### config.mk
export PLATFORM = sky130hd
export DESIGN_NAME = datapath_demux
export DESIGN_NICKNAME = d
export VERILOG_FILES = /design/src/rtl/datapath_pkg.sv /design/src/rtl/demux_slot.sv /design/src/rtl/datapath_demux.sv
export SDC_FILE = /design/constraint.sdc
export NUM_CORES = 1
export LEC_CHECK = 0
export BUFFER_PORTS_ARGS = -buffer_cell sky130_fd_sc_hd__buf_2
export CORE_UTILIZATION = 45
export DETAILED_ROUTE_END_ITERATION = 7
export GPL_TIMING_DRIVEN = 0
export HOLD_SLACK_MARGIN = 0.1
export PLACE_DENSITY = 0.74
export SLEW_MARGIN = 20
export SYNTH_ARGS = -nofsm -noshare
export SYNTH_HDL_FRONTEND = slang
export SYNTH_SLANG_ARGS = --single-unit
### constraint.sdc
create_clock -name clk -period 2 [get_ports clk]
set_input_delay 0.4 -clock clk [delete_from_list [all_inputs] [get_ports clk]]
set_output_delay 0.4 -clock clk [all_outputs]
set_load 0.01 [all_outputs]
### src/rtl/datapath_pkg.sv
// Shared constants and types for the 16-bit datapath distribution logic.
package datapath_pkg;

   localparam int unsigned DP_WIDTH = 16;

   localparam logic DEST_OUT0 = 1'b0;
   localparam logic DEST_OUT1 = 1'b1;

   typedef enum logic {
      SLOT_EMPTY = 1'b0,
      SLOT_FULL  = 1'b1
   } slot_state_e;

endpackage : datapath_pkg

### src/rtl/demux_slot.sv
// One-entry holding slot with valid/ready handshake toward a single sink.
module demux_slot
   import datapath_pkg::*;
#(
   parameter int unsigned WIDTH = DP_WIDTH
) (
   input  logic             clk,
   input  logic             rst_n,
   input  logic             load_i,
   input  logic [WIDTH-1:0] data_i,
   input  logic             ready_i,
   output logic             valid_o,
   output logic [WIDTH-1:0] data_o
);

   slot_state_e      state_q, state_d;
   logic [WIDTH-1:0] data_q,  data_d;

   // State and data registers, synchronous active-low reset.
   always_ff @(posedge clk) begin
      if (!rst_n) begin
         state_q <= SLOT_EMPTY;
         data_q  <= '0;
      end else begin
         state_q <= state_d;
         data_q  <= data_d;
      end
   end

   // Next state: a load always wins (covers back-to-back refill), else drain on transfer.
   always_comb begin
      state_d = state_q;
      data_d  = data_q;
      if (load_i) begin
         state_d = SLOT_FULL;
         data_d  = data_i;
      end else if ((state_q == SLOT_FULL) && ready_i) begin
         state_d = SLOT_EMPTY;
      end
   end

   assign valid_o = (state_q == SLOT_FULL);
   assign data_o  = data_q;

endmodule : demux_slot

### src/rtl/datapath_demux.sv
// Registered 1-to-2 demultiplexer with independent per-destination slots and counters.
module datapath_demux
   import datapath_pkg::*;
#(
   parameter int unsigned WIDTH = DP_WIDTH,
   parameter int unsigned CNT_W = 8
) (
   input  logic             clk,
   input  logic             rst_n,
   input  logic [WIDTH-1:0] in_data,
   input  logic             in_sel,
   input  logic             in_valid,
   output logic             in_ready,
   output logic [WIDTH-1:0] out0_data,
   output logic             out0_valid,
   input  logic             out0_ready,
   output logic [WIDTH-1:0] out1_data,
   output logic             out1_valid,
   input  logic             out1_ready,
   output logic [CNT_W-1:0] cnt0,
   output logic [CNT_W-1:0] cnt1
);

   logic             acc;
   logic             load0, load1;
   logic [CNT_W-1:0] cnt0_q, cnt0_d;
   logic [CNT_W-1:0] cnt1_q, cnt1_d;

   // Selected slot can take a word if it is empty or draining this cycle.
   always_comb begin
      in_ready = 1'b0;
      if (in_sel == DEST_OUT1) in_ready = ~out1_valid | out1_ready;
      else                     in_ready = ~out0_valid | out0_ready;
   end

   assign acc   = in_valid & in_ready;
   assign load0 = acc & (in_sel == DEST_OUT0);
   assign load1 = acc & (in_sel == DEST_OUT1);

   demux_slot #(.WIDTH(WIDTH)) u_slot0 (
      .clk     (clk),
      .rst_n   (rst_n),
      .load_i  (load0),
      .data_i  (in_data),
      .ready_i (out0_ready),
      .valid_o (out0_valid),
      .data_o  (out0_data)
   );

   demux_slot #(.WIDTH(WIDTH)) u_slot1 (
      .clk     (clk),
      .rst_n   (rst_n),
      .load_i  (load1),
      .data_i  (in_data),
      .ready_i (out1_ready),
      .valid_o (out1_valid),
      .data_o  (out1_data)
   );

   // Delivery counters, wrapping modulo 2^CNT_W.
   always_comb begin
      cnt0_d = cnt0_q;
      cnt1_d = cnt1_q;
      if (load0) cnt0_d = cnt0_q + CNT_W'(1);
      if (load1) cnt1_d = cnt1_q + CNT_W'(1);
   end

   // Counter registers.
   always_ff @(posedge clk) begin
      if (!rst_n) begin
         cnt0_q <= '0;
         cnt1_q <= '0;
      end else begin
         cnt0_q <= cnt0_d;
         cnt1_q <= cnt1_d;
      end
   end

   assign cnt0 = cnt0_q;
   assign cnt1 = cnt1_q;

endmodule : datapath_demux

==> flow_summary.toml <==
[outcome]
status = "completed"

[yosys]
post_synth_and_or_nand_nor_area_fraction_pct = 27.1
synthAdderAreaFrac_pct = 1.30
synth.area.mux_share_pct = 0
yosysSeqAreaShare_pct = 52.0
postSynthAreaPerCell_um2 = 8.29
synth-xor-area-share_pct = 5.92
synth_cell_types = 25
synth-seq-cells = 50
synth_nets = 256
synth_area_mm2 = 0.00192
synth_top_family_by_area = "simple AND/OR/NAND/NOR gates"
synth_compound_area_share_pct = 10.1
netlist_instances = 232
ys_warn_count = 0

[finish]
finalNetCount = 335
syn_to_final_growth_pct = 27.6
diodes = 0
fin_util_pct = 60.5
drive_gt1_share_pct = 29.6

[clock_tree]
root_buffer = "clkbuf_8"
htreeDepth = 2
clk_path_buf_depth = 2
cts.sinks = 50
cts_tree = "done"
worst_skew_pair.late_latency_ns = 0.31
clkTransAtPathRegs_ns = 0.09
cts_resized = 0
cts_setup_buffers = 0
holdBufCountCts = 0
cts_made_buffers = 5

[pwr]
switchingPower_uw = 481
power_uw = 1960
peakVddDrop_mv = 0.420
p_comb_share_pct = 10.2
pwr-share-clk_pct = 36.1
sw_frac_of_total_pct = 24.5
p_leak_uw = 0.00108
seqPwrFrac_pct = 53.7
power.density_mw_per_mm2 = 800
p_int_uw = 1480

[critical_path]
crit_end = "in_ready"
crit_family = "buffers and inverters"
reg2reg_depth = 6
slowest_stage = "dfxtp_1"
path_depth = 4
worstPathArrival_ns = 1.19
crit_start = "u_slot1.valid_o"
slowest_delay_ns = 0.31
crit_fanout = 10
r2r_start = "u_slot1.valid_o"
start_kind = "flip-flop"
worstPathRequired_ns = 1.60
worst-r2r-setup-slack_ns = 0.43
cp_common_cell = "buf_2"
path_cells = "nor2b_1 > buf_2 > a21oi_1 > buf_2"
critPathBufInv = 2
r2r-end = "u_slot1.data_o[8]"
crit_path_end_kind = "output pin"
critPathKind = "reg2out"

[run]
max_cap_violations = 0

[timing]
rsz0062_at_grt = "false"
hold_viol = 0
hold_ws_ns = 0.326
setup_viol = 0
period_needed_ns = 1.59
finalSetupTns_ns = 0
fin_worst_skew_ns = 0.0102
min_period_over_period_pct = 79.4
worst_slew_pin_slew_ns = 0.471
maxSlewHeadroom_pct = 68.6
finalMaxSlewViolations = 0
max_clock_freq_mhz = 630

[global_routing]
grt.total_usage_pct = 19.6
grt_max_degree = 16
grt_pass1_wl_um = 6620
grt_antenna_before_repair = 0
grt_pass1_vias = 1453
grt_overflow = 0

[routing]
postRouteAntennaNets = 0
postRouteWirelength_um = 4300
dr.pass1.iters = 4
viasPerCell = 4.82
num_vias = 1741
drc = 0
dr.first_iter.drc_count = 76
routedWlPerCell_um = 11.9

[worst_hold_path]
hold-path-cell-count = 3
hold_path_class = "in2reg"

[die]
core_area_mm2 = 0.00406
row_count = 23
die_w_um = 67.4
fp.dieArea_mm2 = 0.00454
die_y_um = 67.4
io_pins = 73
initial_utilization_pct = 47.4

[place]
portBuffers = 72
gp_congestion = 0.748
place_hpwl_um = 3120
[cells in the mapped netlist]
master / instances / share of area, %
and2b_1: 1 / 0.39
or2_2: 1 / 0.33
nor4_1: 4 / 1.3
buf_6: 1 / 0.59
nor3_1: 2 / 0.52
nor2_2: 2 / 0.65
ha_1: 2 / 1.3
nand4_1: 1 / 0.33
a21oi_1: 37 / 9.6
nor4b_1: 2 / 0.91
nand2_1: 74 / 14
nor4_4: 1 / 1.1
xnor2_1: 13 / 5.9
or3b_1: 1 / 0.46
clkbuf_1: 5 / 0.98
nor2b_1: 1 / 0.33
nand2b_4: 1 / 0.72
inv_1: 1 / 0.19
buf_2: 7 / 1.8
nand2b_1: 2 / 0.65
nor3b_1: 2 / 0.78
o41ai_1: 1 / 0.46
nor2_1: 16 / 3.1
nand3_1: 4 / 1.0
dfxtp_1: 50 / 52
[cells in the final DEF, fill, tap and decap left out, drive strengths merged, types with 2 or more instances in the layout]
cell type / count
nor2: 18
nand2b: 3
dfxtp: 50
nor4: 5
nor4b: 2
nand2: 74
buf: 80
nor3: 2
ha: 2
nor3b: 2
xnor2: 13
nand3: 4
a21oi: 37
clkbuf: 10
[worst reg2reg max path, delay by kind of cell, from the launching register on]
| kind | cells | cell delay (ns) |
|---|---|---|
| and+or+nand+nor | 3 | 0.60 |
| buffers and inverters | 2 | 0.48 |
| AOI/OAI and AO/OA | 1 | 0.12 |
| DFF | 1 | 0.31 |
[power groups by stage]
stage,Clock (µW),Sequential (µW),Combinational (µW)
5_1_grt,760,1060,223
3_5_place_dp,0,1080,203
2_1_floorplan,0,1090,95.1
6_report,708,1050,200
3_3_place_gp,0,1080,201
4_1_cts,713,1050,203
[cell type report]
class / count / area [µm²]
Buffer: 13 / 65.1
Clock buffer: 5 / 68.8
Clock inverter: 2 / 38.8
Fill cell: 399 / 1600
Inverter: 1 / 3.75
Multi-Input combinational cell: 168 / 853
Sequential cell: 50 / 1000
Tap cell: 50 / 62.6
Timing Repair Buffer: 72 / 360
[per-layer routing]
layer  GRT usage (%)  vias up  part of all wire [%]
li1                -      911                     -
met1            24.9      774                    45
met2            31.0       49                    48
met3            5.24        7                   5.1
met4            8.78        0                   1.8
met5               0        -                     0
[flip-flops by register name, summed over array words and instances, names as in the netlist]
| name | count |
|---|---|
| cnt0 | 8 |
| cnt1 | 8 |
| u_slot0.data_o | 16 |
| u_slot0.valid_o | 1 |
| u_slot1.data_o | 16 |
| u_slot1.valid_o | 1 |
[stage by stage]
stage               instance area, µm²  cells  setup WS [ns]
CTS                               2450    361          0.389
detailed placement                2350    354          0.277
global route                      2450    361          0.270
finish                            2450    361          0.413
global placement                  2350    354          0.291
floorplan                         1920    232          0.513
[how the worst min path moves through the flow]
stage                       start  slack [ns]                 end
2_1_floorplan   u_slot0.data_o[0]        0.48   u_slot0.data_o[0]
3_3_place_gp    u_slot0.data_o[3]        0.44   u_slot0.data_o[3]
3_5_place_dp   u_slot0.data_o[10]        0.44  u_slot0.data_o[10]
4_1_cts                in_data[1]        0.33   u_slot1.data_o[1]
5_1_grt               in_data[10]        0.32  u_slot0.data_o[10]
6_report              in_data[12]        0.33  u_slot1.data_o[12]
[cells by family (layout without fill, tap and decap cells)]
kind of cell               Yosys count  after routing
AOI/OAI and AO/OA                   38             38
DFF                                 50             50
and+or+nand+nor                    115            115
adders and majority gates            2              2
xor gates and xnor gates            13             13
buffers and inverters               14             93
No activity file was read; power rests on OpenSTA's default activity.
